File: config.mk
export PLATFORM = sky130hd
export DESIGN_NAME = fp16_mac_result_sink
export DESIGN_NICKNAME = d
export VERILOG_FILES = /design/src/rtl/fp16_pkg.sv /design/src/rtl/fp16_classify.sv /design/src/rtl/fp16_mac_result_sink.sv
export SDC_FILE = /design/constraint.sdc
export NUM_CORES = 1
export LEC_CHECK = 0
export ABC_AREA = 1
export ABC_CLOCK_PERIOD_IN_PS = 2600
export CAP_MARGIN = 20
export CORE_ASPECT_RATIO = 0.5
export CORE_MARGIN = 4
export CORE_UTILIZATION = 58
export CTS_CLUSTER_SIZE = 40
export DETAILED_ROUTE_END_ITERATION = 6
export GPL_TIMING_DRIVEN = 0
export PLACE_DENSITY_LB_ADDON = 0.2
export SYNTH_ARGS = -nofsm -noshare
export SYNTH_HDL_FRONTEND = slang
export SYNTH_SLANG_ARGS = --single-unit
File: constraint.sdc
create_clock -name CLK -period 2.6 [get_ports CLK]
set_input_delay 0.26 -clock CLK [delete_from_list [all_inputs] [get_ports CLK]]
set_output_delay 0.26 -clock CLK [all_outputs]
set_load 0.05 [all_outputs]
File: src/rtl/fp16_pkg.sv
// Shared FP16 field widths, exponent limit and result-class encoding
// for the FP16 datapath blocks.
package fp16_pkg;

    localparam int EXP_W  = 5;
    localparam int MAN_W  = 10;
    localparam int DATA_W = 1 + EXP_W + MAN_W;

    localparam logic [EXP_W-1:0] EXP_MAX = '1;

    localparam logic [2:0] CLS_ZERO = 3'd0;
    localparam logic [2:0] CLS_SUB  = 3'd1;
    localparam logic [2:0] CLS_NORM = 3'd2;
    localparam logic [2:0] CLS_INF  = 3'd3;
    localparam logic [2:0] CLS_NAN  = 3'd4;

    typedef struct packed {
        logic [2:0]        cls;
        logic [DATA_W-1:0] data;
    } fp16_entry_t;

endpackage

File: src/rtl/fp16_classify.sv
// Combinational FP16 classifier: splits a half-precision word into its
// class (ZERO/SUB/NORM/INF/NAN) and sign.
module fp16_classify
    import fp16_pkg::*;
(
    input  logic [DATA_W-1:0] i_data,
    output logic [2:0]        o_class,
    output logic              o_sign
);

    logic [EXP_W-1:0] w_exp;
    logic [MAN_W-1:0] w_man;
    logic             w_man_zero;

    assign w_exp      = i_data[MAN_W +: EXP_W];
    assign w_man      = i_data[MAN_W-1:0];
    assign w_man_zero = (w_man == '0);
    assign o_sign     = i_data[DATA_W-1];

    always_comb begin
        // NOTE: default first so every path assigns o_class and no latch is inferred.
        o_class = CLS_NORM;
        if (w_exp == '0) begin
            o_class = w_man_zero ? CLS_ZERO : CLS_SUB;
        end else if (w_exp == EXP_MAX) begin
            o_class = w_man_zero ? CLS_INF : CLS_NAN;
        end
    end

endmodule

File: src/rtl/fp16_mac_result_sink.sv
// Collects MAC results a fixed latency after issue, classifies them and
// queues {class, data} in a first-word fall-through FIFO with sticky flags.
module fp16_mac_result_sink
    import fp16_pkg::*;
#(
    parameter int MAC_LATENCY = 2,
    parameter int FIFO_DEPTH  = 8
) (
    input  logic                          CLK,
    input  logic                          RESET,
    input  logic                          issue_valid,
    input  logic [15:0]                   data_out,
    input  logic                          rd_ready,
    output logic                          rd_valid,
    output logic [15:0]                   rd_data,
    output logic [2:0]                    rd_class,
    output logic                          rd_sign,
    output logic [$clog2(FIFO_DEPTH):0]   count,
    output logic                          overflow,
    output logic                          nan_seen
);

    localparam int AW = $clog2(FIFO_DEPTH);
    localparam int CW = AW + 1;
    localparam logic [CW-1:0] DEPTH_C = CW'(FIFO_DEPTH);
    localparam logic [CW-1:0] CNT_ONE = CW'(1);
    localparam logic [AW-1:0] PTR_ONE = AW'(1);

    logic [MAC_LATENCY-1:0] r_issue_sr;
    logic [AW-1:0]          r_wptr;
    logic [AW-1:0]          r_rptr;
    logic [CW-1:0]          r_count;
    logic                   r_overflow;
    logic                   r_nan_seen;
    fp16_entry_t            r_mem [FIFO_DEPTH];

    logic                   w_capture;
    logic [2:0]             w_cap_class;
    logic                   w_cap_sign;
    fp16_entry_t            w_cap_entry;
    fp16_entry_t            w_head;
    logic                   w_full;
    logic                   w_pop;
    logic                   w_write;
    logic                   w_drop;

    // Issue tracker: the last stage marks the cycle data_out is valid.
    always_ff @(posedge CLK) begin
        if (RESET) begin
            r_issue_sr <= '0;
        end else begin
            // NOTE: non-blocking so each stage takes its neighbour's pre-edge value.
            r_issue_sr[0] <= issue_valid;
            for (int i = 1; i < MAC_LATENCY; i++) begin
                r_issue_sr[i] <= r_issue_sr[i-1];
            end
        end
    end

    assign w_capture = r_issue_sr[MAC_LATENCY-1];

    fp16_classify u_classify (
        .i_data  (data_out),
        .o_class (w_cap_class),
        .o_sign  (w_cap_sign)
    );

    assign w_cap_entry = '{cls: w_cap_class, data: {w_cap_sign, data_out[DATA_W-2:0]}};

    assign w_full  = (r_count == DEPTH_C);
    assign w_pop   = rd_valid && rd_ready;
    assign w_write = w_capture && (!w_full || w_pop);
    assign w_drop  = w_capture && w_full && !w_pop;

    // NOTE: storage is not reset; the head is masked whenever the FIFO is empty.
    always_ff @(posedge CLK) begin
        if (w_write) begin
            r_mem[r_wptr] <= w_cap_entry;
        end
    end

    always_ff @(posedge CLK) begin
        if (RESET) begin
            r_wptr     <= '0;
            r_rptr     <= '0;
            r_count    <= '0;
            r_overflow <= 1'b0;
            r_nan_seen <= 1'b0;
        end else begin
            if (w_write) begin
                r_wptr <= r_wptr + PTR_ONE;
            end
            if (w_pop) begin
                r_rptr <= r_rptr + PTR_ONE;
            end
            case ({w_write, w_pop})
                2'b10:   r_count <= r_count + CNT_ONE;
                2'b01:   r_count <= r_count - CNT_ONE;
                default: r_count <= r_count;
            endcase
            if (w_drop) begin
                r_overflow <= 1'b1;
            end
            // A dropped NaN still counts as seen.
            if (w_capture && (w_cap_class == CLS_NAN)) begin
                r_nan_seen <= 1'b1;
            end
        end
    end

    assign w_head   = r_mem[r_rptr];
    assign rd_valid = (r_count != '0);
    assign rd_data  = rd_valid ? w_head.data : '0;
    assign rd_class = rd_valid ? w_head.cls  : '0;
    assign rd_sign  = rd_data[DATA_W-1];
    assign count    = r_count;
    assign overflow = r_overflow;
    assign nan_seen = r_nan_seen;

endmodule

==> flow_summary.ini <==
[status]
status = complete, no violations

[floorplanning]
chipHeight_um = 85.1
die-area_um2 = 13800
io_pins = 47
core_um2 = 11300
rows = 27
dieWidth_um = 162
start_util_pct = 61.0

[power_and_ir_drop]
swShare_pct = 40.8
p_switching_w = 0.00359
p_int_w = 0.00520
p_leak_nw = 2.92
share_comb_of_total_power_pct = 38.4
ir_worst_vdd_v = 0.000644
power_w = 0.00879
powerDensity_nw_per_um2 = 1070
clockPowerShare_pct = 26.2
seqPwrFrac_pct = 35.4

[clock_tree]
cts_root_buffer = clkbuf_16
numClockSinks = 169
clockBufferDepth = 2
h-tree-depth = 4
cts_tree = done
clk_pin_slew_ns = 0.07
numCtsBuffers = 17
cts_setup_buffers = 0
clock_latency_ns = 0.42

[cells_and_area]
antenna_cells = 0
stdcell_area_um2 = 8250
fin_nets = 689
post-route-util_pct = 73.1
drive_above_1_share_pct = 17.5
area_delta_synth_final_pct = 19.7

[synthesis]
ys_seq_area_share_pct = 71.2
syn_nets = 616
synth_cells = 593
netlist-cell-type-count = 24
ys.warnings.count = 0
synth_seq_cells = 169
synth_area_per_cell_um2 = 11.6
syn_area_um2 = 6890

[routing]
drt-initial-drc-count = 489
postRouteAntennaNets = 0
drc_errors = 0
vias = 4814
viasPerCell = 5.74
dr.pass1.iters = 5
drt_wl_total_mm = 16.8
routedWlPerCell_um = 20.1

[grt]
busiest_layer = met2
track_usage_pct = 25.7
grt_pass1_wl_mm = 26.2
grt_overflow = 0
grt_pass1_vias = 4706
grt_max_degree = 17
use_met3_pct = 5.14
antenna_found_initial = 0
grtUsageMet1_pct = 36.7
grt_use_met2_pct = 40.4

[worst_setup_path]
end_kind = primary output
crit_required_ns = 2.34
arrival_ns = 2.25
start_kind = flop
worstSetupPathType = flop to primary output
crit_fanout = 10

[sta]
hold_viol = 0
worst_pin_slew_ns = 0.866
fmaxAchievable_ghz = 0.398
fin_hold_ws_ns = 0.359
drv_slew = 0
max_slew_margin_pct = 42.0
tns_ns = 0
fin_crit_sh_pct = 96.6
fin_skew_ns = 0.00718
rsz0062_at_grt = false
layout_min_cycle_time_ns = 2.51
setup_viol_count_final = 0

[place]
place_area_um2 = 7720
gp_congestion = 0.810
portBuffers = 46
post-dp-hpwl_mm = 11.3

[min_path]
hold_path_class = input pin to flop

[run]
max_cap_viol_count = 0
-- cells in the mapped netlist --
cell type | number | share of area (%)
nor2_1 | 186 | 10
edfxtp_1 | 152 | 66
o21ai_0 | 69 | 5.0
o21ai_1 | 30 | 2.2
inv_1 | 26 | 1.4
nand2_1 | 26 | 1.4
o32ai_1 | 19 | 2.4
dfxtp_1 | 17 | 4.9
clkbuf_1 | 15 | 0.82
a21oi_1 | 10 | 0.73
nand3_1 | 10 | 0.73
buf_4 | 6 | 0.65
buf_2 | 3 | 0.22
buf_8 | 3 | 0.65
ha_1 | 3 | 0.55
inv_2 | 3 | 0.16
nand2_2 | 3 | 0.27
nand4_1 | 3 | 0.27
buf_6 | 2 | 0.33
nor2_4 | 2 | 0.33
nor3_1 | 2 | 0.15
buf_1 | 1 | 0.054
nand2_4 | 1 | 0.16
nand3_2 | 1 | 0.15
-- stage by stage --
| stage | worst slack, ns | cells |
|---|---|---|
| 2_1_floorplan | 0.00641 | 593 |
| 3_3_place_gp | -0.746 | 798 |
| 3_5_place_dp | -0.157 | 806 |
| 4_1_cts | 0.00410 | 838 |
| 5_1_grt | 0.00377 | 838 |
| 6_report | 0.0888 | 838 |
-- layout by cell type (no fill, tap or decap), types with 3 or more instances in the layout --
cell               n
o32ai_2            3
inv_2              3
buf_4              6
o21ai_0           69
inv_1             26
clkbuf_2          20
clkdlybuf4s15_2    7
nand2_2            3
inv_6              6
nor2_1           169
nand3_1           10
nor2_2            17
dfxtp_1           16
a21oi_1           10
ha_1               3
clkinvlp_4         4
clkdlybuf4s50_1   25
buf_2             11
o21ai_1           30
nand2_1           26
buf_8             10
edfxtp_1         152
nand4_1            3
clkbuf_16         17
o32ai_1           16
-- flip-flops by register name, indices dropped and copies added, names as in the netlist, named ones only --
register	cells
nan_seen	1
overflow	1
r_rptr	3
r_issue_sr	2
r_mem	152
count	4
r_wptr	3
-- layout make-up --
type	count	area [um^2]
clock buffer	17	425
clock inverter	15	114
sequential	169	4910
multi-input combinational	365	1750
buffer	30	206
timing repair buffer	54	536
tap	159	199
inverter	29	109
fill	773	3040
-- worst max-delay path, stage by stage (launching register included) --
cell and delay, ns:
dfxtp_2 0.38, inv_2 0.09, buf_4 0.19, buf_4 0.23, nor2_1 0.06, o32ai_1 0.27, nor2_1 0.09, nor2_2 0.12
clkdlybuf4s15_2 0.40
-- what timing repair did --
action,4_1_cts,5_1_grt
gates resized for setup,64,37
hold buffers,0,0
endpoints found under the hold margin,0,0
setup endpoints to repair,21,16
-- power by group through the flow --
stage	clock, W	combinational (W)	sequential [W]
final	0.00231	0.00338	0.00311
after global routing	0.00247	0.00360	0.00312
after CTS	0.00232	0.00341	0.00311
after detailed placement	0	0.00347	0.00316
after global placement	0	0.00340	0.00316
after floorplan	0	0.00223	0.00323
-- cell families after synthesis --
kind of cell / Yosys count / synth area share (%)
AO/OA/AOI/OAI: 128 / 10.3
adder cells (fa/ha/maj): 3 / 0.545
buffers and inverters: 59 / 4.30
flip-flops: 169 / 71.2
AND/OR/NAND/NOR: 234 / 13.6
-- layer usage --
metal  part of all wire (%)  vias to the layer above
li1                       -                     2239
met1                     43                     2313
met2                     47                      243
met3                    9.1                       19
met4                    1.3                        0
met5                      0                        -
-- worst paths after layout --
kind	startpoint	endpoint	slack (ns)	cells past startpoint
worst max-delay path	flop	rd_class[0]	0.09	8
worst min-delay path	issue_valid	r_issue_sr[0]	0.36	3
worst max register to register	count[0]	r_mem[6][14]	0.47	7
worst min register to register	r_issue_sr[0]	r_issue_sr[1]	0.40	2
Power figures use the tool's default switching activity.
==> RTL change: new RTL, same settings <==
The parameter `MAC_LATENCY` goes from 2 to 1.
--- a/src/rtl/fp16_mac_result_sink.sv
+++ b/src/rtl/fp16_mac_result_sink.sv
@@ -3,7 +3,7 @@
 module fp16_mac_result_sink
     import fp16_pkg::*;
 #(
-    parameter int MAC_LATENCY = 2,
+    parameter int MAC_LATENCY = 1,
     parameter int FIFO_DEPTH  = 8
 ) (
     input  logic                          CLK,
Function: changed (a bounded check fails within 4 cycles, from zero or initial values and one cycle with RESET high).
==> RTL change against the unedited design <==
Final area is 1.2% lower; sequential cell count is 1 lower; setup slack worse by 0.021 ns; wire length is 4.0% lower; synthesized area is 1.7% lower; global-route usage is 0.97 points lower; power is 3.6% higher; critical path type unchanged; critical endpoint is now rd_valid; highest routed layer unchanged.
==> RTL change: results (changes against the unedited design) <==
synth_edf_count: 152  # unchanged
largest_register: "r_mem"
drive_above_1_share_pct: 17.9  # +0.35 points
ctsHtreeMaxLevel: 4  # unchanged
place_congestion: 0.837  # +3.4%
yosys-top-cells-area: "edfxtp_1 67%, nor2_1 7.5%, dfxtp_1 4.7%, o21ai_0 3.8%, o21ai_1 3.8%"
firstDrtPassIters: 5  # unchanged
netlist-cell-type-count: 27  # +13%
grt_first_pass_wirelength_um: 25100  # -4.2%
worst_ir_drop_vdd_v: 0.000737  # +14%
slowest_stage: "clkdlybuf4s50_1"
crit_family: "buffers and inverters"
numPortBuffers: 46  # unchanged
worst_slew_pin_slew_ns: 0.839  # -0.0277 ns
ys_seq_area_share_pct: 72.2  # +0.95 points
cp.arrival_ns: 2.27  # +0.02 ns
wl_per_cell_um: 20.0  # -0.41%
cp_slowest_stage_delay_ns: 0.86  # +0.46 ns
cp_max_fo: 10  # unchanged
ys.flop_type: "edfxtp_1"
dp.cells: 776  # -3.7%
synthCells: 563  # -5.1%
dpl_cell_area_um2: 7660  # -0.75%
nets: 659  # -4.4%
grt_use_total_pct: 24.7  # -0.97 points
grt_start_max_net_pins: 17  # unchanged
first_global_vias: 4472  # -5.0%
switchingPower_mw: 3.74  # +4.2%
path_clk_slew_ns: 0.06
async_reset_ff_share_pct: 0  # unchanged
ys_warn_count: 0  # unchanged
outcome: "complete, no violations"
synth_nets: 586  # -4.9%
yosys-top-cells-count: "152 x edfxtp_1, 135 x nor2_1, 51 x o21ai_0, 51 x o21ai_1, 23 x inv_1"
antenna_found_initial: 0  # unchanged
wirelength_um: 16200  # -4.0%
hp-class: "in -> reg"
hpwl_um: 10300  # -9.4%
power_leakage_nw: 2.83  # -3.0%
numCtsBuffers: 17  # unchanged
viasPerCell: 5.80  # +1.0%
skew_ns: 0.00784  # +0.000665 ns
worstSkewPairLatency_ns: 0.43
drt_iter0_drc: 506  # +3.5%
==> RTL change: final timing paths <==
kind / start / end / slack [ns] / depth (start not counted)
setup / recovery: count[1] / rd_valid / 0.07 / 4
hold / removal: issue_valid / r_issue_sr / 0.33 / 3
setup reg to reg: count[1] / r_mem[0][17] / 0.38 / 7
hold reg to reg: nan_seen / nan_seen / 0.45 / 2
==> RTL change: cells by family (layout without fill, tap and decap cells) <==
logic type | Yosys count | in the layout | share of synthesized area, %
simple gates | 181 | 181 | 11.2
compound gates | 151 | 151 | 11.9
fa+ha+maj | 3 | 3 | 0.555
xor+xnor | 2 | 2 | 0.259
buf+inv | 58 | 144 | 3.94
flops | 168 | 168 | 72.2
==> RTL change: through the flow <==
stage               total power [mW]  setup WS, ns  util [%]  setup TNS, ns
detailed placement              6.97       -0.0854      68.5         -0.696
CTS                             9.19      0.000902      73.6              0
floorplan                       5.74        0.0566         -              0
global route                    9.52     -0.000386      72.9      -0.000386
finish                          9.11        0.0678      72.9              0
global placement                6.89        -0.791      67.0         -98.87
==> RTL change: what timing repair did <==
| action | CTS | global route |
|---|---|---|
| hold endpoints to repair | 0 | 0 |
| gates resized for setup | 64 | 32 |
| endpoints found under the setup margin | 21 | 18 |
| buffers inserted | 0 | 0 |
==> RTL change: layout make-up <==
class	instances	area, µm²
buffer	31	179
sequential	168	4880
clock buffer	18	429
clock inverter	14	110
tap	159	199
timing repair buffer	54	544
fill	725	3030
multi-input combinational	337	1700
inverter	27	101
==> RTL change: power by group through the flow <==
stage	combinational (mW)	clock, mW	sequential [mW]
floorplan	2.51	0	3.24
global placement	3.72	0	3.17
detailed placement	3.80	0	3.17
CTS	3.74	2.33	3.12
global route	3.92	2.47	3.13
finish	3.67	2.32	3.12
==> RTL change: worst register-to-register path: stages, from the launching register on <==
cell and delay [ns]:
dfxtp_1 0.46, nor2_2 0.10, nand3_1 0.13, nand2_2 0.10, inv_2 0.11, nand2_1 0.16
nor2_2 0.61, buf_8 0.25
==> RTL change: layer usage <==
layer / global-route usage, % / up-vias / part of all wire, % / routed length, µm
met4: 7.97 / 0 / 1.9 / 308
met2: 37.3 / 275 / 45 / 7270
met5: 0 / - / 0 / 0
li1: - / 2174 / - / -
met1: 35.1 / 2205 / 43 / 6980
met3: 7.26 / 34 / 9.9 / 1600
